### config.mk
export PLATFORM = sky130hd
export DESIGN_NAME = alu_rs_flat
export DESIGN_NICKNAME = d
export VERILOG_FILES = /design/src/rtl/alu_rs_pkg.sv /design/src/rtl/alu_rs_if.sv /design/src/rtl/rs_pick.sv /design/src/rtl/alu_rs.sv /design/src/flat_wrapper.sv
export SDC_FILE = /design/constraint.sdc
export NUM_CORES = 1
export LEC_CHECK = 0
export CORE_MARGIN = 2
export CORE_UTILIZATION = 55
export CTS_CLUSTER_DIAMETER = 120
export DETAILED_ROUTE_END_ITERATION = 16
export PLACE_DENSITY_LB_ADDON = 0.3
export SLEW_MARGIN = 20
export SYNTH_ARGS = -nofsm -noshare
export SYNTH_HDL_FRONTEND = slang
export SYNTH_HIERARCHICAL = 1
export SYNTH_SLANG_ARGS = --single-unit
### constraint.sdc
create_clock -name clk -period 8.6 [get_ports clk]
set_clock_uncertainty 0.1 [all_clocks]
set_input_delay 1.29 -clock clk [delete_from_list [all_inputs] [get_ports clk]]
set_output_delay 1.29 -clock clk [all_outputs]
set_load 0.05 [all_outputs]
### src/rtl/alu_rs_pkg.sv
// alu_rs_pkg: shared widths and the reservation-station entry layout
package alu_rs_pkg;
  localparam int ROBID_W = 4;
  localparam int DATA_W = 8;
  typedef struct packed {
    logic valid;
    logic [DATA_W-1:0] operand;
    logic [DATA_W-1:0] flags;
    logic [DATA_W-1:0] wbs;
    logic [ROBID_W-1:0] robid;
    logic [1:0] dep_rdy;
    logic [1:0][ROBID_W-1:0] dep_tag;
    logic [1:0][DATA_W-1:0] dep_val;
  } rs_entry_t;
endpackage

### src/rtl/alu_rs_if.sv
// alu_rs_if: dispatch, CDB, FU-busy and issue signals of the ALU reservation station
interface alu_rs_if;
  import alu_rs_pkg::*;
  logic flush;
  logic disp_valid;
  logic disp_ready;
  logic [DATA_W-1:0] disp_operand;
  logic [DATA_W-1:0] disp_flags;
  logic [DATA_W-1:0] disp_wbs;
  logic [ROBID_W-1:0] disp_robid;
  logic [1:0] disp_dep_rdy;
  logic [1:0][ROBID_W-1:0] disp_dep_tag;
  logic [1:0][DATA_W-1:0] disp_dep_val;
  logic cdb_valid;
  logic [ROBID_W-1:0] cdb_id;
  logic [DATA_W-1:0] cdb_val;
  logic fu_busy;
  logic input_transmit;
  logic [DATA_W-1:0] operand;
  logic [1:0][DATA_W-1:0] depvals;
  logic [DATA_W-1:0] wbs;
  logic [DATA_W-1:0] flags;
  logic [ROBID_W-1:0] robid;
  modport slave (
    input flush, disp_valid, disp_operand, disp_flags, disp_wbs, disp_robid,
    input disp_dep_rdy, disp_dep_tag, disp_dep_val, cdb_valid, cdb_id, cdb_val, fu_busy,
    output disp_ready, input_transmit, operand, depvals, wbs, flags, robid
  );
  modport master (
    output flush, disp_valid, disp_operand, disp_flags, disp_wbs, disp_robid,
    output disp_dep_rdy, disp_dep_tag, disp_dep_val, cdb_valid, cdb_id, cdb_val, fu_busy,
    input disp_ready, input_transmit, operand, depvals, wbs, flags, robid
  );
endinterface

### src/rtl/rs_pick.sv
// rs_pick: one-hot grant of the lowest-index set request bit
module rs_pick #(
  parameter int N = 4
) (
  input  logic [N-1:0] req,
  output logic [N-1:0] gnt,
  output logic         any
);
  // two's-complement trick isolates the lowest set bit
  always_comb begin
    gnt = req & (~req + N'(1));
    any = |req;
  end
endmodule

### src/rtl/alu_rs.sv
// alu_rs: ALU reservation station with CDB wakeup and single-issue to the FU
module alu_rs
  import alu_rs_pkg::*;
#(
  parameter int DEPTH = 4
) (
  input logic   clk,
  input logic   rst,
  alu_rs_if.slave bus
);
  rs_entry_t ent [DEPTH];
  rs_entry_t nent;
  logic [DEPTH-1:0] vld, rdy, free_oh, sel_oh;
  logic has_free, has_rdy, do_disp, issue;

  rs_pick #(.N(DEPTH)) u_alloc (.req(~vld), .gnt(free_oh), .any(has_free));
  rs_pick #(.N(DEPTH)) u_sel (.req(rdy), .gnt(sel_oh), .any(has_rdy));

  assign bus.disp_ready = has_free;
  assign do_disp = bus.disp_valid & has_free;
  assign issue = has_rdy & ~bus.fu_busy;

  // eligibility from registered entry state only
  always_comb begin
    for (int i = 0; i < DEPTH; i++) begin
      vld[i] = ent[i].valid;
      rdy[i] = ent[i].valid & (&ent[i].dep_rdy);
    end
  end

  // incoming entry, with same-cycle CDB capture for unready sources
  always_comb begin
    nent.valid = 1'b1;
    nent.operand = bus.disp_operand;
    nent.flags = bus.disp_flags;
    nent.wbs = bus.disp_wbs;
    nent.robid = bus.disp_robid;
    nent.dep_tag = bus.disp_dep_tag;
    for (int s = 0; s < 2; s++) begin
      nent.dep_rdy[s] = bus.disp_dep_rdy[s] | (bus.cdb_valid & bus.cdb_id == bus.disp_dep_tag[s]);
      nent.dep_val[s] = bus.disp_dep_rdy[s] ? bus.disp_dep_val[s] :
                        (bus.cdb_valid & bus.cdb_id == bus.disp_dep_tag[s]) ? bus.cdb_val : bus.disp_dep_val[s];
    end
  end

  // entry storage: allocate, free on issue, wake sources from the CDB
  always_ff @(posedge clk) begin
    for (int i = 0; i < DEPTH; i++) begin
      if (rst || bus.flush) ent[i] <= '0;
      else if (do_disp && free_oh[i]) ent[i] <= nent;
      else begin
        if (issue && sel_oh[i]) ent[i].valid <= 1'b0;
        for (int s = 0; s < 2; s++)
          if (ent[i].valid && !ent[i].dep_rdy[s] && bus.cdb_valid && bus.cdb_id == ent[i].dep_tag[s]) begin
            ent[i].dep_rdy[s] <= 1'b1;
            ent[i].dep_val[s] <= bus.cdb_val;
          end
      end
    end
  end

  // registered issue port; payload holds when nothing issues
  always_ff @(posedge clk) begin
    if (rst || bus.flush) begin
      bus.input_transmit <= 1'b0;
      bus.operand <= '0;
      bus.depvals <= '0;
      bus.wbs <= '0;
      bus.flags <= '0;
      bus.robid <= '0;
    end else begin
      bus.input_transmit <= issue;
      for (int i = 0; i < DEPTH; i++)
        if (issue && sel_oh[i]) begin
          bus.operand <= ent[i].operand;
          bus.depvals <= ent[i].dep_val;
          bus.wbs <= ent[i].wbs;
          bus.flags <= ent[i].flags;
          bus.robid <= ent[i].robid;
        end
    end
  end
endmodule
### src/flat_wrapper.sv
// flat-port wrapper written by rule: the top's interface ports become plain ports
module alu_rs_flat import alu_rs_pkg::*;
#(
  parameter int DEPTH = 4
)
  (clk, rst, bus_flush, bus_disp_valid, bus_disp_operand, bus_disp_flags, bus_disp_wbs, bus_disp_robid, bus_disp_dep_rdy, bus_disp_dep_tag, bus_disp_dep_val, bus_cdb_valid, bus_cdb_id, bus_cdb_val, bus_fu_busy, bus_disp_ready, bus_input_transmit, bus_operand, bus_depvals, bus_wbs, bus_flags, bus_robid);
  alu_rs_if bus_i ();
  input logic clk;
  input logic rst;
  input wire logic [$bits(bus_i.flush)-1:0] bus_flush;
  input wire logic [$bits(bus_i.disp_valid)-1:0] bus_disp_valid;
  input wire logic [$bits(bus_i.disp_operand)-1:0] bus_disp_operand;
  input wire logic [$bits(bus_i.disp_flags)-1:0] bus_disp_flags;
  input wire logic [$bits(bus_i.disp_wbs)-1:0] bus_disp_wbs;
  input wire logic [$bits(bus_i.disp_robid)-1:0] bus_disp_robid;
  input wire logic [$bits(bus_i.disp_dep_rdy)-1:0] bus_disp_dep_rdy;
  input wire logic [$bits(bus_i.disp_dep_tag)-1:0] bus_disp_dep_tag;
  input wire logic [$bits(bus_i.disp_dep_val)-1:0] bus_disp_dep_val;
  input wire logic [$bits(bus_i.cdb_valid)-1:0] bus_cdb_valid;
  input wire logic [$bits(bus_i.cdb_id)-1:0] bus_cdb_id;
  input wire logic [$bits(bus_i.cdb_val)-1:0] bus_cdb_val;
  input wire logic [$bits(bus_i.fu_busy)-1:0] bus_fu_busy;
  output wire logic [$bits(bus_i.disp_ready)-1:0] bus_disp_ready;
  output wire logic [$bits(bus_i.input_transmit)-1:0] bus_input_transmit;
  output wire logic [$bits(bus_i.operand)-1:0] bus_operand;
  output wire logic [$bits(bus_i.depvals)-1:0] bus_depvals;
  output wire logic [$bits(bus_i.wbs)-1:0] bus_wbs;
  output wire logic [$bits(bus_i.flags)-1:0] bus_flags;
  output wire logic [$bits(bus_i.robid)-1:0] bus_robid;
  assign bus_i.flush = bus_flush;
  assign bus_i.disp_valid = bus_disp_valid;
  assign bus_i.disp_operand = bus_disp_operand;
  assign bus_i.disp_flags = bus_disp_flags;
  assign bus_i.disp_wbs = bus_disp_wbs;
  assign bus_i.disp_robid = bus_disp_robid;
  assign bus_i.disp_dep_rdy = bus_disp_dep_rdy;
  assign bus_i.disp_dep_tag = bus_disp_dep_tag;
  assign bus_i.disp_dep_val = bus_disp_dep_val;
  assign bus_i.cdb_valid = bus_cdb_valid;
  assign bus_i.cdb_id = bus_cdb_id;
  assign bus_i.cdb_val = bus_cdb_val;
  assign bus_i.fu_busy = bus_fu_busy;
  assign bus_disp_ready = bus_i.disp_ready;
  assign bus_input_transmit = bus_i.input_transmit;
  assign bus_operand = bus_i.operand;
  assign bus_depvals = bus_i.depvals;
  assign bus_wbs = bus_i.wbs;
  assign bus_flags = bus_i.flags;
  assign bus_robid = bus_i.robid;
  alu_rs #(.DEPTH(DEPTH)) u_core (.clk(clk), .rst(rst), .bus(bus_i));
endmodule
## Yosys cells after proc, flatten, opt, wreduce, memory -nomap -nowiden

Memory sizes are Yosys's and may differ from the RTL's.
Index checks and enable logic that the tools add are counted.

| storage, ports and cells | value |
|---|---|
| bits in registers | 45 |
| bits in latches | 0 |
| RAM bits | 220 |
| ROM bits | 0 |
| bits of input ports | 72 |
| memories | 1 |

Memory list:

| memory | words | bits a word | read ports | clocked after memory_dff | write ports | RTL line | source |
|---|---|---|---|---|---|---|---|
| u_core.ent | 4 | 55 | 4 | 0 | 4 | alu_rs.sv:11 | `rs_entry_t ent [DEPTH];` |

| operators by class | value |
|---|---|
| add/subtract/negate cells | 2 |
| multiply operators | 0 |
| div/mod/pow operators | 0 |
| $lt $le $gt $ge | 0 |
| equal/unequal tests | 10 |
| shifts and indexed selects | 0 |
| muxes and demuxes | 110 |
| bitwise logic cells | 40 |
| reduce and logical (&&, ||, !) cells | 48 |

Operators with widths:

| cell | number |
|---|---|
| $mux 55 | 4 |
| $mux 8 | 24 |
| $mux 1 | 74 |
| $mux 16 | 4 |
| $eq 4x4->1 | 10 |
| $logic_and 1x1->1 | 32 |
| $or 1x1->1 | 26 |
| $mux 4 | 4 |
| $not 4->4 | 3 |
| $add 4x1->4 const B | 2 |
| $and 1x1->1 | 8 |
| $and 4x4->4 | 2 |
| $logic_not 1->1 | 8 |
| $reduce_and 2->1 | 4 |
| $reduce_or 4->1 | 2 |
| $reduce_bool 4->1 | 1 |
| $logic_or 1x1->1 | 1 |
| $not 1->1 | 1 |

## Logic depth before layout (Yosys ltp)

Gate-level depths: netlist (run 1).
An unclocked memory read counts as a cell.

| depth | value |
|---|---|
| word-level depth | 12 |
| depth in mapped cells | 8 |
| mapped depth without buffers | 6 |

## Modules after synthesis

The synthesis (run 1) kept the hierarchy.

By module, submodules not included:

| module | times used | cells an instance | area an instance (µm²) | seq. area each (µm²) |
|---|---|---|---|---|
| alu_rs | 1 | 1030 | 12527.0 | 7507.2 |
| rs_pick | 2 | 5 | 40.0 | 0.0 |

## Worst setup path before layout (run 1)

OpenSTA, ideal clock, no wires.

| path | value |
|---|---|
| kind | input to register |
| start | input port bus_disp_valid |
| end | memory u_core/ent[1][55] (netlist bit) (data pin) |
| arrival | 3072 ps |
| required time | 8217 ps |
| slack | 5145 ps |
| stages | 4 |
| path through | a311o_1 -> nor4_1 -> a22oi_1 -> o22ai_1 |

RTL lines:

| element | RTL line | source |
|---|---|---|
| from (decl) | flat_wrapper.sv:11 | `input wire logic [$bits(bus_i.disp_valid)-1:0] bus_disp_valid;` |
| to (decl) | alu_rs.sv:11 |  |

==> results of run 1 <==
[logic make-up after synthesis]
logic type | count (synthesis) | share of synthesized area
buf+inv | 111 | 0.0442
xor+xnor | 40 | 0.0302
simple gates | 329 | 0.152
compound gates | 251 | 0.139
flops | 265 | 0.595
mux | 44 | 0.0393
[cells in the mapped netlist, types with 3 or more instances]
cell type | count | area, um2
nor2b_1 | 3 | 18.8
buf_2 | 28 | 140
nor4b_4 | 3 | 71.3
xnor2_1 | 12 | 105
a221o_1 | 28 | 280
a21o_1 | 3 | 22.5
mux2_2 | 44 | 495
clkbuf_1 | 45 | 169
nor2_1 | 32 | 120
nand2_1 | 50 | 188
buf_6 | 5 | 56.3
a22oi_1 | 48 | 360
edfxtp_1 | 220 | 6610
a31oi_1 | 44 | 275
a21oi_1 | 26 | 130
o21ai_0 | 48 | 240
and2_1 | 39 | 244
nor4_1 | 8 | 50.1
inv_1 | 23 | 86.3
a21oi_2 | 3 | 26.3
o21bai_1 | 4 | 30.0
a211oi_1 | 8 | 60.1
o22ai_1 | 8 | 50.1
and3_1 | 115 | 719
nand3_1 | 41 | 205
buf_4 | 3 | 22.5
nor3_1 | 8 | 40.0
or2_2 | 5 | 31.3
clkbuf_8 | 3 | 41.3
o2bb2ai_1 | 24 | 210
nand2b_1 | 3 | 18.8
a221o_2 | 4 | 45.0
dfxtp_1 | 45 | 901
xor2_2 | 4 | 65.1
xor2_1 | 24 | 210
[path summary, 6_finish.rpt]
kind         depth (start not counted)  slack (ns)                            endpoint
min reg2reg                          2        0.45  u_core/bus.depvals[9]$_SDFFE_PN0P_
min                                  2        0.45  u_core/bus.depvals[9]$_SDFFE_PN0P_
max reg2reg                          7        4.89          u_core/ent[0][8]$_DFFE_PP_
max                                  5        4.37         u_core/ent[0][66]$_DFFE_PP_
[per-layer routing]
layer,GRT usage,vias up
li1,-,4127
met1,0.332,4380
met2,0.430,436
met3,0.0320,71
met4,0.118,0
met5,0,-
[worst reg2reg max path, delay by kind of cell, from the launching register on]
family / cells / cell delay, ns
DFF: 1 / 0.43
and+or+nand+nor: 5 / 2.46
buffers and inverters: 2 / 0.41
[final cells by class]
class                   instances  area share
multi-input cells             664       0.312
flip-flops and latches        265       0.510
clock buffers                  42      0.0519
well taps                     285      0.0242
clock inverters                10     0.00987
inverters                      24     0.00612
repair buffers                127      0.0861
[metrics by stage]
step	power [W]	hold WS [ns]	worst slack [ns]
after floorplan	0.00159	0.430	5.15
after global placement	0.00167	0.438	3.86
after detailed placement	0.00168	0.436	3.78
after CTS	0.00285	0.449	4.33
after global routing	0.00292	0.473	4.17
final	0.00284	0.447	4.37
[report_power, final]
| part | switching [W] | total, W | internal [W] |
|---|---|---|---|
| Sequential | 0.0000192 | 0.00146 | 0.00144 |
| Combinational | 0.000123 | 0.000195 | 0.0000712 |
| Clock | 0.000480 | 0.00119 | 0.000706 |
[sequential cells by signal (all words and copies together), names as in the netlist]
name                       cells
u_core/ent                   220
u_core/bus.depvals            16
u_core/bus.flags               8
u_core/bus.operand             8
u_core/bus.wbs                 8
u_core/bus.robid               4
u_core/bus.input_transmit      1
==> impl_results.md, run 1 <==
* Outcome: complete, no violations
* Clock Path Buffers at 3
* Post-CTS Hold Buffers at 0
* Area growth syn-to-layout at 16.7%
* Post-Syn Nets at 1112
* Fmax at 0.236 GHz
* Drt total wl at 31400 um
* Sequential element share of the synthesized area at 0.595
* Final period utilization at 0.492
* # IOs at 118
* DR WL/cell at 22.1 um
* Initial Util at 0.559
* Ant diodes at 0
* H-tree levels at 1
* Global-route wire length before repair at 48200 um
* Slew @ Worst Pin at 1.17 ns
* Number of setup buffers added after CTS at 0
* Largest net degree at the start of global routing at between 100 and 150
* Yosys Warn Count at 6
* Vias in the first global route at between 9000 and 10000
* DRC at 0
* VDD IR-drop max at 171 uV
* Crit path DAT at 4.39 ns
* Final Critical Period at 4.23 ns
* Fin cells at approximately 1400
* Hold Crit Class: reg2reg
* Filler cells at 1737
* Chip Height at 155 um
* Setup violators final at 0
* CTS resizes at 0
* Fin. max-slew vios at 0
* DP Area at 13800 um2
* Die area at 24100 um2
* CTS tree: yes
* Hpwl dp at 19100 um
* Fin nets at 1182
* Initial antenna violation count at 0
* Crit path capture type: register
* Flops & latches, synth at around 270
* Uppermost layer routed: met4
* Clock Pin Slew Worst Setup and Hold Paths at 0.05 ns
* Max cap viols at 0
* Final TNS setup at 0 ns
* Routed wl met2 at 15500 um
* GRT Total Usage at 0.255
* Synth Flop Type: edfxtp_1
* Root buf cell: clkbuf_16
* Register Area at around 7500 um2
* Hold path startpoint: u_core/bus.depvals[9]$_SDFFE_PN0P_
* Cell count after synthesis at 1040
* Port bufs at between 100 and 150
* Buf/Inv on CP at 2
* Most frequent cells in the layout: edfxtp_1 (220), clkdlybuf4s50_1 (117), and3_1 (115)
* Crit path largest cell delay at 0.88 ns
* CP cell instances: clkdlybuf4s50_1 -> nor2_4 -> buf_4 -> nand2_2 -> or2_2
* Lkg Pwr at 5.79 nW
* Number of cell rows at 55
* ANT nets after route at 0
* First DRT Iteration DRCs at 975
* Critical path peak fanout at approximately 120
* Largest delay share family, worst path: simple AND/OR/NAND/NOR gates
* Final Util at 0.652
* DP Cell Count at approximately 1400
* Netlist cell types at 56
* Drt pass-1 iters at 6
* Commonest non-fill, non-tap cell in the layout: edfxtp_1
* Crit-path slowest cell: nand2_2
* CP Class: in2reg
* GRT overflow at 0
* Share of layout cells above drive strength 1 at 0.114
* Fraction of registers with async set/reset at 0
* Critical Path RT at 8.75 ns
* Vias post-DR at 9014
* CTS Buf Count at 28
* Worst-Skew Late Latency at 0.54 ns
* Vias per inst at about 6.4
* RD Place Congestion at 0.920
* CP Launch Point: bus_flush
* Met3 WL at around 2300 um
* Startpoint Class: primary input
* Clock Sinks at between 200 and 300
* CORE AREA at 22600 um2
* Metal-1 WL at ~12000 um
* RSZ-0062 raised after global routing: false
* Final instance area at about 15000 um2
* PD cells at 193 nW/um2
* Die width at 155 um
* Multi-input logic area at around 4600 um2
* Cell Area, Synth at 12600 um2
* Final count of hold timing violations at 0
* Slew HR at 0.217
* Post-Syn Area per Cell at around 12 um2
* Reg2reg start: u_core/ent[0][54]$_SDFFCE_PP0P_
* Number of synthesized flops with an enable pin at between 200 and 250
Power figures use the tool's default switching activity.
==> run 2: changes to the inputs <==
Settings changed: CORE_UTILIZATION 55 to 52.
Clock period 8.6 ns to 3.5 ns, I/O delays scaled along.
==> impl_results.md, run 2 (synthesized netlist as in run 1, its figures left out) <==
* Outcome: complete, no violations
* Biggest registers after layout: u_core/ent x220, u_core/bus.depvals x16
* CTS resizes at 0
* Final TNS setup at 0 ns
* Number of setup buffers added after CTS at 0
* Lkg Pwr at 5.95 nW
* Worst-Skew Late Latency at 0.54 ns
* DP Area at between 10000 and 15000 um2
* RD Place Congestion at 0.893
* Vias per inst at approximately 6
* DP Cell Count at 1433
* Post-CTS Hold Buffers at 0
* Final count of hold timing violations at 0
* Fin nets at between 1000 and 1500
* Slew @ Worst Pin at around 1.1 ns
* ANT nets after route at 0
* Die area at 25500 um2
* GRT Total Usage at 0.249
* GRT met3 Usage at 0.0312
* Fin cells at 1484
* Max FFs per register at 220
* Port bufs at 117
* Die width at 160 um
* Chip Height at about 160 um
* Root buf cell: clkbuf_16
* Vias in the first global route at 9009
* Slew HR at 0.292
* Crit path capture type: output pin
* Fmax at 0.315 GHz
* Setup violators final at 0
* H-tree levels at 1
* Most frequent cells in the layout: edfxtp_1 (220), clkdlybuf4s50_1 (117), and3_1 (115)
* GR Layer Usage met2 at 0.414
* Final period utilization at 0.907
* CP Class: reg2out
* RSZ-0062 raised after global routing: false
* Crit path DAT at 2.55 ns
* Largest net degree at the start of global routing at between 80 and 90
* Number of cell rows at 56
* Startpoint Class: register
* Hpwl dp at roughly 20000 um
* DRC at 0
* GRT overflow at 0
* First DRT Iteration DRCs at 873
* Vias post-DR at 9179
* Hold Crit Class: reg2reg
* Max cap viols at 0
* Clock Pin Slew Worst Setup and Hold Paths at 0.06 ns
* # IOs at 118
* Final Critical Period at 3.17 ns
* Critical Path RT at 2.87 ns
* Fin. max-slew vios at 0
* Power, Total at 0.00702 W
* Initial Util at 0.534
* Clock Path Buffers at 3
* PD cells at 468 nW/um2
* CORE AREA at approximately 24000 um2
* Clock Sinks at 265
* CTS tree: yes
* Final instance area at 15000 um2
* GRT Max-Usage Layer: met2
* Global-route wire length before repair at 50200 um
* Reg with most FFs: u_core/ent
* CTS Buf Count at 28
* M1 GR Usage at 0.339
* Area growth syn-to-layout at 19.0%
* Drt total wl at roughly 32000 um
* Drt pass-1 iters at 6
* Share of layout cells above drive strength 1 at 0.141
* Critical path peak fanout at 9
* DR WL/cell at 21.8 um
* Ant diodes at 0
* VDD IR-drop max at between 500 and 600 uV
* Initial antenna violation count at 1
* Commonest non-fill, non-tap cell in the layout: edfxtp_1
==> run 2: report_power, final <==
group	total (W)	internal [W]	switching, W
registers	0.00359	0.00354	0.0000452
clock network	0.00294	0.00174	0.00120
logic	0.000491	0.000185	0.000305
==> run 2: worst paths after layout <==
| check | start | to | slack [ns] | depth (start not counted) |
|---|---|---|---|---|
| max reg2reg | u_core/ent[0][54]$_SDFFCE_PP0P_ | u_core/ent[1][68]$_DFFE_PP_ | 0.42 | 6 |
| min | u_core/bus.depvals[10]$_SDFFE_PN0P_ | u_core/bus.depvals[10]$_SDFFE_PN0P_ | 0.44 | 2 |
| min reg2reg | u_core/bus.depvals[10]$_SDFFE_PN0P_ | u_core/bus.depvals[10]$_SDFFE_PN0P_ | 0.44 | 2 |
| max | u_core/ent[0][54]$_SDFFCE_PP0P_ | bus_disp_ready | 0.33 | 3 |
==> run 2: layout make-up <==
cell class | instances | area, um2
Fill cell | 1860 | 8610
Sequential cell | 265 | 7510
Multi-Input combinational cell | 664 | 4570
Timing Repair Buffer | 161 | 1510
Clock buffer | 38 | 800
Tap cell | 319 | 399
Clock inverter | 13 | 120
Inverter | 24 | 90.1
==> run 2: per-stage QoR <==
step	setup WS (ns)	hold slack, ns	util
6_report	0.327	0.436	0.635
5_1_grt	0.288	0.467	0.635
4_1_cts	0.334	0.438	0.635
3_5_place_dp	0.443	0.425	0.596
3_3_place_gp	0.468	0.429	0.596
2_1_floorplan	0.189	0.430	-
==> run 2: per-layer routing <==
metal,up-vias,wire length (um),part of all wire
met2,412,15600,0.48
met4,2,1060,0.033
li1,4194,-,-
met1,4488,13300,0.41
met3,83,2240,0.069
met5,-,13,0.00040
==> run 2: critical path, cell delays in order, from the launching register on <==
cell and delay [ns]:
edfxtp_1 0.43, inv_1 0.12, or4_1 0.70, clkdlybuf4s50_1 0.76
==> run 3: changes to the inputs <==
Settings changed: CORE_UTILIZATION 52 to 45, CTS_CLUSTER_DIAMETER 120 to default.
==> impl_results.md, run 3 (synthesized netlist as in run 1, its figures left out) <==
* Outcome: complete, no violations
* Biggest registers after layout: u_core/ent x220, u_core/bus.depvals x16
* Final count of hold timing violations at 0
* DP Area at 14200 um2
* Filler cells at ~2300
* Clock Path Buffers at 3
* Global-route wire length before repair at 50400 um
* PD cells at between 400 and 500 nW/um2
* Worst-Skew Late Latency at 0.55 ns
* Largest net degree at the start of global routing at 89
* Post-CTS Hold Buffers at 0
* Final worst setup slack at between 0.2 and 0.3 ns
* Startpoint Class: register
* CTS tree: yes
* Ant diodes at 0
* Share of layout cells above drive strength 1 at 0.148
* Die area at 29400 um2
* Final period utilization at 0.919
* CP cell instances: inv_1 -> or4_1 -> clkdlybuf4s50_1
* Final Critical Period at 3.22 ns
* Commonest non-fill, non-tap cell in the layout: edfxtp_1
* Number of setup buffers added after CTS at 0
* DRC at 0
* ANT nets after route at 0
* Most frequent cells in the layout: edfxtp_1 (220), clkdlybuf4s50_1 (117), and3_1 (115)
* Setup violators final at 0
* Drt total wl at between 30000 and 40000 um
* Crit path largest cell delay at 0.76 ns
* Vias in the first global route at 8920
* Largest delay share family, worst path: buffers and inverters
* Drt pass-1 iters at 8
* Hold Crit Class: reg2reg
* DR WL/cell at 21.7 um
* Crit path DAT at 2.59 ns
* Clock Pin Slew Worst Setup and Hold Paths at about 0.06 ns
* Initial antenna violation count at 0
* CTS Buf Count at 28
* Fmax at 0.311 GHz
* Crit path capture type: output pin
* Reg with most FFs: u_core/ent
* Buf/Inv on CP at 2
* Power, Total at 0.00697 W
* Vias post-DR at 9186
* Fin. max-slew vios at 0
* Max cap viols at 0
* Hpwl dp at 21200 um
* Crit-path slowest cell: clkdlybuf4s50_1
* Chip Height at roughly 170 um
* Root buf cell: clkbuf_16
* RSZ-0062 raised after global routing: false
* Fin nets at approximately 1200
* CORE AREA at 27700 um2
* GRT overflow at 0
* Lkg Pwr at around 6.0 nW
* First DRT Iteration DRCs at 988
* Dpl ws at ~0.33 ns
* Slew HR at 0.309
* GRT Total Usage at 0.225
* Max FFs per register at 220
* Initial Util at 0.455
* Number of cell rows at 61
* Clock Sinks at ~270
* Critical path peak fanout at 9
* VDD IR-drop max at between 400 and 500 uV
* CP Class: reg2out
* RD Place Congestion at 0.903
* CTS resizes at 0
* Final TNS setup at 0 ns
* Area growth syn-to-layout at 19.7%
* Vias per inst at 5.94
* Port bufs at 117
* Die width at around 170 um
* Final instance area at 15100 um2
* Final Util at 0.545
* Critical Path RT at approximately 2.9 ns
* H-tree levels at 1
* Slew @ Worst Pin at roughly 1.0 ns
* # IOs at 118
-- run 3: cell types whose count changed in the layout (fill, tap and decap cells not counted), moves of 2 or more --
| cell | previous run | this run |
|---|---|---|
| clkbuf_8 | 4 | 6 |
| bufinv_16 | 2 | 0 |
| clkinv_2 | 1 | 8 |
| clkinv_1 | 6 | 2 |
-- run 3: path summary, 6_finish.rpt --
kind | from | endpoint | slack, ns | depth (start not counted)
min | u_core/bus.depvals[1]$_SDFFE_PN0P_ | u_core/bus.depvals[1]$_SDFFE_PN0P_ | 0.44 | 2
min reg2reg | u_core/bus.depvals[1]$_SDFFE_PN0P_ | u_core/bus.depvals[1]$_SDFFE_PN0P_ | 0.44 | 2
max | u_core/ent[0][54]$_SDFFCE_PP0P_ | bus_disp_ready | 0.28 | 3
max reg2reg | u_core/ent[0][54]$_SDFFCE_PP0P_ | u_core/ent[0][68]$_DFFE_PP_ | 0.42 | 7
-- run 3: stage by stage --
stage | instances | hold WS [ns]
detailed placement | 1494 | 0.429
global placement | 1494 | 0.432
CTS | 1546 | 0.442
floorplan | 1040 | 0.430
finish | 1546 | 0.442
global route | 1546 | 0.460
-- run 3: per-layer routing --
layer / up-vias / share of wire / track usage
met2: 415 / 0.50 / 0.387
met4: 0 / 0.026 / 0.0822
met5: - / 0 / 0
met3: 65 / 0.069 / 0.0265
met1: 4519 / 0.41 / 0.294
li1: 4187 / - / -
-- run 3: where the power goes --
group | leakage (nW) | internal [W] | switching (W) | total (W)
sequential | 2.84 | 0.00354 | 0.0000456 | 0.00359
combinational | 2.68 | 0.000185 | 0.000313 | 0.000498
clock | 0.451 | 0.00164 | 0.00123 | 0.00288
-- run 3: layout make-up --
class                   instances  area [um2]  share of cell area
clock buffers                  39         823              0.0546
repair buffers                163        1540               0.102
inverters                      24        90.1             0.00597
flip-flops and latches        265        7510               0.498
clock inverters                13        80.1             0.00531
well taps                     378         473              0.0313
multi-input cells             664        4570               0.303
-- run 3: worst min-delay path, delay by kind of cell (launching register included) --
| family | cells | cell delay (ns) |
|---|---|---|
| DFF | 1 | 0.30 |
| AOI/OAI and AO/OA | 2 | 0.19 |
